[src/rtl/ram_bist_pkg.sv]
// Shared types and the March C- element table for the RAM BIST engine.
// Each element is described by direction, optional read pattern and optional write pattern.
package ram_bist_pkg;

  typedef enum logic [2:0] {
    ST_IDLE,
    ST_WR,
    ST_RD,
    ST_WAIT,
    ST_CMP,
    ST_DONE
  } state_t;

  typedef enum logic [2:0] {
    ELEM_M0 = 3'd0,
    ELEM_M1 = 3'd1,
    ELEM_M2 = 3'd2,
    ELEM_M3 = 3'd3,
    ELEM_M4 = 3'd4,
    ELEM_M5 = 3'd5
  } elem_t;

  typedef struct packed {
    logic down;
    logic has_read;
    logic rd_one;
    logic has_write;
    logic wr_one;
  } elem_info_t;

  function automatic elem_info_t elem_info(input elem_t e);
    elem_info_t info;
    info = '0;
    case (e)
      ELEM_M0: info = '{down: 1'b0, has_read: 1'b0, rd_one: 1'b0, has_write: 1'b1, wr_one: 1'b0};
      ELEM_M1: info = '{down: 1'b0, has_read: 1'b1, rd_one: 1'b0, has_write: 1'b1, wr_one: 1'b1};
      ELEM_M2: info = '{down: 1'b0, has_read: 1'b1, rd_one: 1'b1, has_write: 1'b1, wr_one: 1'b0};
      ELEM_M3: info = '{down: 1'b1, has_read: 1'b1, rd_one: 1'b0, has_write: 1'b1, wr_one: 1'b1};
      ELEM_M4: info = '{down: 1'b1, has_read: 1'b1, rd_one: 1'b1, has_write: 1'b1, wr_one: 1'b0};
      ELEM_M5: info = '{down: 1'b0, has_read: 1'b1, rd_one: 1'b0, has_write: 1'b0, wr_one: 1'b0};
      default: info = '0;
    endcase
    return info;
  endfunction

  // The final element has no successor; it maps to itself so the lookup stays total.
  function automatic elem_t next_elem(input elem_t e);
    elem_t n;
    case (e)
      ELEM_M0: n = ELEM_M1;
      ELEM_M1: n = ELEM_M2;
      ELEM_M2: n = ELEM_M3;
      ELEM_M3: n = ELEM_M4;
      ELEM_M4: n = ELEM_M5;
      default: n = ELEM_M5;
    endcase
    return n;
  endfunction

endpackage

[src/rtl/ram_bist_addr_gen.sv]
// Up/down address counter for the march engine: loads the first address of an
// element, steps in the element's direction and flags the element's last address.
module ram_bist_addr_gen #(
  parameter int ADDR_WIDTH = 4
) (
  input  logic                  clk,
  input  logic                  rst,
  input  logic                  load,
  input  logic                  load_down,
  input  logic                  step,
  input  logic                  down,
  output logic [ADDR_WIDTH-1:0] addr,
  output logic                  last
);

  always_ff @(posedge clk or posedge rst) begin
    if (rst) begin
      addr <= '0;
    end else if (load) begin
      addr <= load_down ? '1 : '0;
    end else if (step) begin
      addr <= down ? addr - ADDR_WIDTH'(1) : addr + ADDR_WIDTH'(1);
    end
  end

  assign last = down ? (addr == '0) : (addr == '1);

endmodule

[src/rtl/ram_march_bist.sv]
// March C- built-in self-test initiator: sequences writes/reads over the whole RAM,
// compares read data with the expected pattern and keeps the first failure.
module ram_march_bist
  import ram_bist_pkg::*;
#(
  parameter int ADDR_WIDTH   = 4,
  parameter int DATA_WIDTH   = 8,
  parameter int RD_LATENCY   = 1,
  parameter int STOP_ON_FAIL = 1
) (
  input  logic                  clk,
  input  logic                  rst,
  input  logic                  start,
  output logic                  busy,
  output logic                  done,
  output logic                  pass,
  output logic                  fail,
  output logic [ADDR_WIDTH-1:0] fail_addr,
  output logic [2:0]            fail_elem,
  output logic [DATA_WIDTH-1:0] fail_exp,
  output logic [DATA_WIDTH-1:0] fail_got,
  output logic                  ram_wr_enb,
  output logic [ADDR_WIDTH-1:0] ram_wr_addr,
  output logic [DATA_WIDTH-1:0] ram_wr_data,
  output logic                  ram_rd_enb,
  output logic [ADDR_WIDTH-1:0] ram_rd_addr,
  input  logic [DATA_WIDTH-1:0] ram_rd_data
);

  localparam bit         STOP      = (STOP_ON_FAIL != 0);
  localparam logic [1:0] WAIT_LAST = 2'((RD_LATENCY > 1) ? RD_LATENCY - 2 : 0);

  state_t                  state;
  elem_t                   elem;
  elem_t                   nxt_elem;
  elem_info_t              info;
  elem_info_t              nxt_info;
  logic [1:0]              wait_cnt;
  logic [ADDR_WIDTH-1:0]   addr;
  logic                    addr_last;
  logic                    addr_load;
  logic                    addr_load_down;
  logic                    addr_step;
  logic [DATA_WIDTH-1:0]   exp_data;
  logic                    mismatch;

  assign info     = elem_info(elem);
  assign nxt_elem = next_elem(elem);
  assign nxt_info = elem_info(nxt_elem);
  assign exp_data = {DATA_WIDTH{info.rd_one}};
  assign mismatch = (state == ST_CMP) && (ram_rd_data != exp_data);

  assign ram_wr_addr = addr;
  assign ram_rd_addr = addr;
  assign ram_wr_data = {DATA_WIDTH{info.wr_one}};

  // Counter moves after each write, or after a read-only compare; element ends reload it.
  always_comb begin
    addr_load      = 1'b0;
    addr_load_down = 1'b0;
    addr_step      = 1'b0;
    case (state)
      ST_IDLE: begin
        if (start) begin
          addr_load      = 1'b1;
          addr_load_down = elem_info(ELEM_M0).down;
        end
      end
      ST_WR: begin
        if (addr_last) begin
          addr_load      = 1'b1;
          addr_load_down = nxt_info.down;
        end else begin
          addr_step = 1'b1;
        end
      end
      ST_CMP: begin
        if (!(mismatch && STOP) && !info.has_write && !addr_last) addr_step = 1'b1;
      end
      default: ;
    endcase
  end

  ram_bist_addr_gen #(
    .ADDR_WIDTH(ADDR_WIDTH)
  ) u_addr_gen (
    .clk      (clk),
    .rst      (rst),
    .load     (addr_load),
    .load_down(addr_load_down),
    .step     (addr_step),
    .down     (info.down),
    .addr     (addr),
    .last     (addr_last)
  );

  always_ff @(posedge clk or posedge rst) begin
    if (rst) begin
      state      <= ST_IDLE;
      elem       <= ELEM_M0;
      wait_cnt   <= '0;
      busy       <= 1'b0;
      done       <= 1'b0;
      pass       <= 1'b0;
      fail       <= 1'b0;
      fail_addr  <= '0;
      fail_elem  <= '0;
      fail_exp   <= '0;
      fail_got   <= '0;
      ram_wr_enb <= 1'b0;
      ram_rd_enb <= 1'b0;
    end else begin
      done       <= 1'b0;
      ram_wr_enb <= 1'b0;
      ram_rd_enb <= 1'b0;
      case (state)
        ST_IDLE: begin
          if (start) begin
            busy       <= 1'b1;
            pass       <= 1'b0;
            fail       <= 1'b0;
            fail_addr  <= '0;
            fail_elem  <= '0;
            fail_exp   <= '0;
            fail_got   <= '0;
            elem       <= ELEM_M0;
            state      <= ST_WR;
            ram_wr_enb <= 1'b1;
          end
        end
        ST_WR: begin
          if (addr_last) begin
            elem <= nxt_elem;
            if (nxt_info.has_read) begin
              state      <= ST_RD;
              ram_rd_enb <= 1'b1;
            end else begin
              state      <= ST_WR;
              ram_wr_enb <= 1'b1;
            end
          end else if (info.has_read) begin
            state      <= ST_RD;
            ram_rd_enb <= 1'b1;
          end else begin
            state      <= ST_WR;
            ram_wr_enb <= 1'b1;
          end
        end
        ST_RD: begin
          wait_cnt <= '0;
          state    <= (RD_LATENCY > 1) ? ST_WAIT : ST_CMP;
        end
        ST_WAIT: begin
          if (wait_cnt == WAIT_LAST) state <= ST_CMP;
          else wait_cnt <= wait_cnt + 2'd1;
        end
        ST_CMP: begin
          if (mismatch && !fail) begin
            fail_addr <= addr;
            fail_elem <= elem;
            fail_exp  <= exp_data;
            fail_got  <= ram_rd_data;
          end
          if (mismatch) fail <= 1'b1;
          if (mismatch && STOP) begin
            state <= ST_DONE;
            busy  <= 1'b0;
            done  <= 1'b1;
            pass  <= 1'b0;
          end else if (info.has_write) begin
            state      <= ST_WR;
            ram_wr_enb <= 1'b1;
          end else if (addr_last) begin
            state <= ST_DONE;
            busy  <= 1'b0;
            done  <= 1'b1;
            pass  <= !(fail || mismatch);
          end else begin
            state      <= ST_RD;
            ram_rd_enb <= 1'b1;
          end
        end
        ST_DONE: begin
          state <= ST_IDLE;
        end
        default: state <= ST_IDLE;
      endcase
    end
  end

endmodule

[config.mk]
export PLATFORM = sky130hd
export DESIGN_NAME = ram_march_bist
export DESIGN_NICKNAME = d
export VERILOG_FILES = /design/src/rtl/ram_bist_pkg.sv /design/src/rtl/ram_bist_addr_gen.sv /design/src/rtl/ram_march_bist.sv
export SDC_FILE = /design/constraint.sdc
export NUM_CORES = 1
export LEC_CHECK = 0
export CAP_MARGIN = 40
export CORE_UTILIZATION = 40
export DETAILED_ROUTE_END_ITERATION = 12
export PLACE_DENSITY = 0.68
export SLEW_MARGIN = 20
export SYNTH_ARGS = -nofsm -noshare
export SYNTH_HDL_FRONTEND = slang
export SYNTH_SLANG_ARGS = --single-unit
[constraint.sdc]
create_clock -name clk -period 2.66 [get_ports clk]
set_clock_uncertainty 0.15 [all_clocks]
set_input_delay 0.399 -clock clk [delete_from_list [all_inputs] [get_ports clk]]
set_output_delay 0.399 -clock clk [all_outputs]
set_load 0.02 [all_outputs]
==> results.py <==
metrics = {
    "sta": {
        "tightest_slew_ps": 717,
        "worst_slew_margin_rel_pct": 51.8,
        "hold_viol": 0,
        "rsz0062_at_grt": "no",
        "setup_viol_count_final": 0,
        "setup_tns_ps": 0,
        "fmax_mhz": 400,
        "whs_ps": 322,
        "period_minus_slack_ps": 2500,
        "fin_crit_sh_pct": 94.0,
        "slew_viol_final": 0,
    },
    "cts": {
        "ctsResizeCount": 0,
        "max-clock-path-buffers": 2,
        "cts_max_level": 2,
        "path_clk_slew_ps": 70,
        "worstSkewPairLatency_ps": 290,
        "cts_root_buf": "clkbuf_8",
        "cts_hold_buf": 0,
        "post_cts_buffers": 0,
        "tritoncts": "built",
        "cts_buffers": 5,
        "clock-sinks": 34,
    },
    "yosys": {
        "yosysTopAreaCell": "dfrtp_1",
        "syn_area_per_cell_um2": 10.1,
        "synth_edf_count": 0,
        "seq_area_frac_synth_pct": 41.7,
        "yosys.area.top_type_share_pct": 41.7,
        "ys_ff_latch": 34,
        "syn_area_um2": 2040,
        "ys_top_cells_by_area": "dfrtp_1 (42%), buf_4 (7.4%), and4_1 (6.4%)",
        "ys_types": 45,
        "yosysWarningCount": 0,
        "syn-num-nets": 216,
        "synthCells": 201,
        "synthArstFlopShare_pct": 100,
        "synth_ff_type": "dfrtp_1",
    },
    "placed_design": {
        "dpl_cell_area_um2": 2540,
        "placed_cells": 302,
        "port_buffers": 55,
        "gp_congestion": 0.722,
        "dp_hpwl_mm": 3.16,
    },
    "layout": {
        "final_common_cell": "clkdlybuf4s50_1",
        "final_cell_mix": "clkdlybuf4s50_1 (55), dfrtp_1 (34), a21o_1 (16)",
        "synthToLayoutAreaGrowth_pct": 28.3,
        "utilization_pct": 54.3,
        "antennaDiodeCount": 0,
        "fin_cells": 309,
        "design_area_um2": 2620,
        "drive_gt1_share_pct": 13.2,
        "nNetsFinal": 257,
    },
    "floorplanning": {
        "initial_core_util_pct": 42.3,
        "dieArea_um2": 5390,
        "core-area_um2": 4820,
        "die_x_um": 73.4,
        "pin_count": 56,
        "die_h_um": 73.4,
        "num_rows": 25,
    },
    "power_and_ir_drop": {
        "p_per_area_nw_per_um2": 753,
        "p_leak_nw": 1.26,
        "pwr-share-comb_pct": 46.2,
        "p_clk_share_pct": 18.1,
        "intPower_mw": 1.19,
        "switching_power_mw": 0.779,
        "vdd.ir_drop.worst_mv": 0.396,
        "p_sw_share_pct": 39.5,
        "seqPwrFrac_pct": 35.7,
    },
    "setup_path": {
        "cp_data_arrival_time_ps": 2530,
        "critPathMaxFanout": 11,
        "critPathKind": "reg2reg",
        "r2r_slack_ps": 160,
        "end_kind": "flop",
        "r2r-start": "elem[1]",
        "crit_required_ps": 2690,
        "r2r_end": "u_addr_gen.addr[3]",
        "start_kind": "flop",
        "reg2reg_depth": 9,
    },
    "detailed_routing": {
        "routed_wirelength_mm": 4.27,
        "vias": 1622,
        "drt_iter0_markers": 54,
        "ant_nets": 0,
        "wire_per_inst_um": 13.8,
        "drt-pass1-iter-count": 4,
        "drc": 0,
        "vias_per_cell": 5.25,
    },
    "min_path": {
        "whs_endpoint": "fail_got[4]",
        "hp-class": "reg2reg",
        "hold_start": "fail_got[4]",
        "hold_depth": 1,
    },
    "status": {
        "status": "finished clean",
    },
    "grt": {
        "grt-ovfl-total": 0,
        "grt_start_max_net_pins": 35,
        "antenna_found_initial": 0,
        "grt_first_pass_wirelength_mm": 6.97,
        "grt_util_all_layers_pct": 17.0,
        "first_global_vias": 1473,
    },
    "run": {
        "cap_violations": 0,
    },
}
-- Yosys cell counts (4+ instances only) --
| cell type | n |
|---|---|
| a22o_1 | 5 |
| and4_1 | 15 |
| nor2b_1 | 4 |
| clkbuf_1 | 5 |
| nor3_1 | 6 |
| inv_1 | 7 |
| mux2_2 | 6 |
| nor2_1 | 9 |
| a21o_1 | 16 |
| nand2_1 | 12 |
| buf_4 | 20 |
| o21ai_0 | 8 |
| dfrtp_1 | 34 |
| a21oi_1 | 5 |
-- worst max-delay path by stage --
stage	start	slack [ps]	cells after the start	to
3_3_place_gp	ram_rd_data[0]	120	8	fail_elem[0]
2_1_floorplan	elem[0]	310	10	u_addr_gen.addr[3]
6_report	elem[1]	160	9	u_addr_gen.addr[3]
5_1_grt	elem[1]	20	7	fail_got[7]
3_5_place_dp	ram_rd_data[0]	50	8	fail_got[7]
4_1_cts	elem[2]	160	9	u_addr_gen.addr[3]
-- through the flow --
stage               setup WS [ps]  total power, mW
CTS                           162             1.99
finish                        159             1.97
global placement              123             1.62
floorplan                     312             1.36
global route                 18.1             2.10
detailed placement           53.5             1.63
-- per-layer routing --
layer / vias to the layer above / GRT usage, % / part of all wire (%)
met4: 0 / 4.49 / 1.0
met1: 766 / 22.1 / 47
li1: 800 / - / -
met5: - / 0 / 0
met3: 5 / 4.53 / 6.5
met2: 51 / 28.0 / 46
-- power groups by stage --
stage                     clock (mW)  sequential, mW  combinational, mW
final                          0.357           0.704              0.911
after global routing           0.390           0.723              0.989
after CTS                      0.367           0.705              0.921
after detailed placement           0           0.713              0.913
after global placement             0           0.715              0.900
after floorplan                    0           0.728              0.637
-- logic make-up after synthesis --
kind of cell    share of synthesized area, %
compound gates                          17.8
xor+xnor                                1.29
fa+ha+maj                               2.82
buf+inv                                 10.9
flops                                   41.7
mux                                     3.80
simple gates                            21.7
-- worst max-delay path, cell delays in order (launching register included) --
cell	delay [ps]
dfrtp_1	490
and3b_4	250
nor2_1	230
inv_1	100
ha_1	280
a21o_1	180
a21oi_1	170
xnor2_1	100
a22o_1	200
a22o_1	230
-- registers in the layout, indices dropped and copies added, names as in the netlist --
| name | flops |
|---|---|
| fail_got | 8 |
| state | 3 |
| busy | 1 |
| done | 1 |
| ram_rd_enb | 1 |
| u_addr_gen.addr | 4 |
| fail_elem | 3 |
| fail_addr | 4 |
| pass | 1 |
| fail | 1 |
| ram_wr_enb | 1 |
| elem | 3 |
| fail_exp | 1 |
| wait_cnt | 2 |
-- cell type report --
cell class / count / area, um^2
Timing Repair Buffer: 63 / 611
Sequential cell: 34 / 851
Fill cell: 458 / 2200
Clock buffer: 5 / 68.8
Multi-Input combinational cell: 131 / 967
Clock inverter: 2 / 10.0
Tap cell: 67 / 83.8
Inverter: 7 / 26.3
Note: power is estimated with default switching activity, not from simulation.
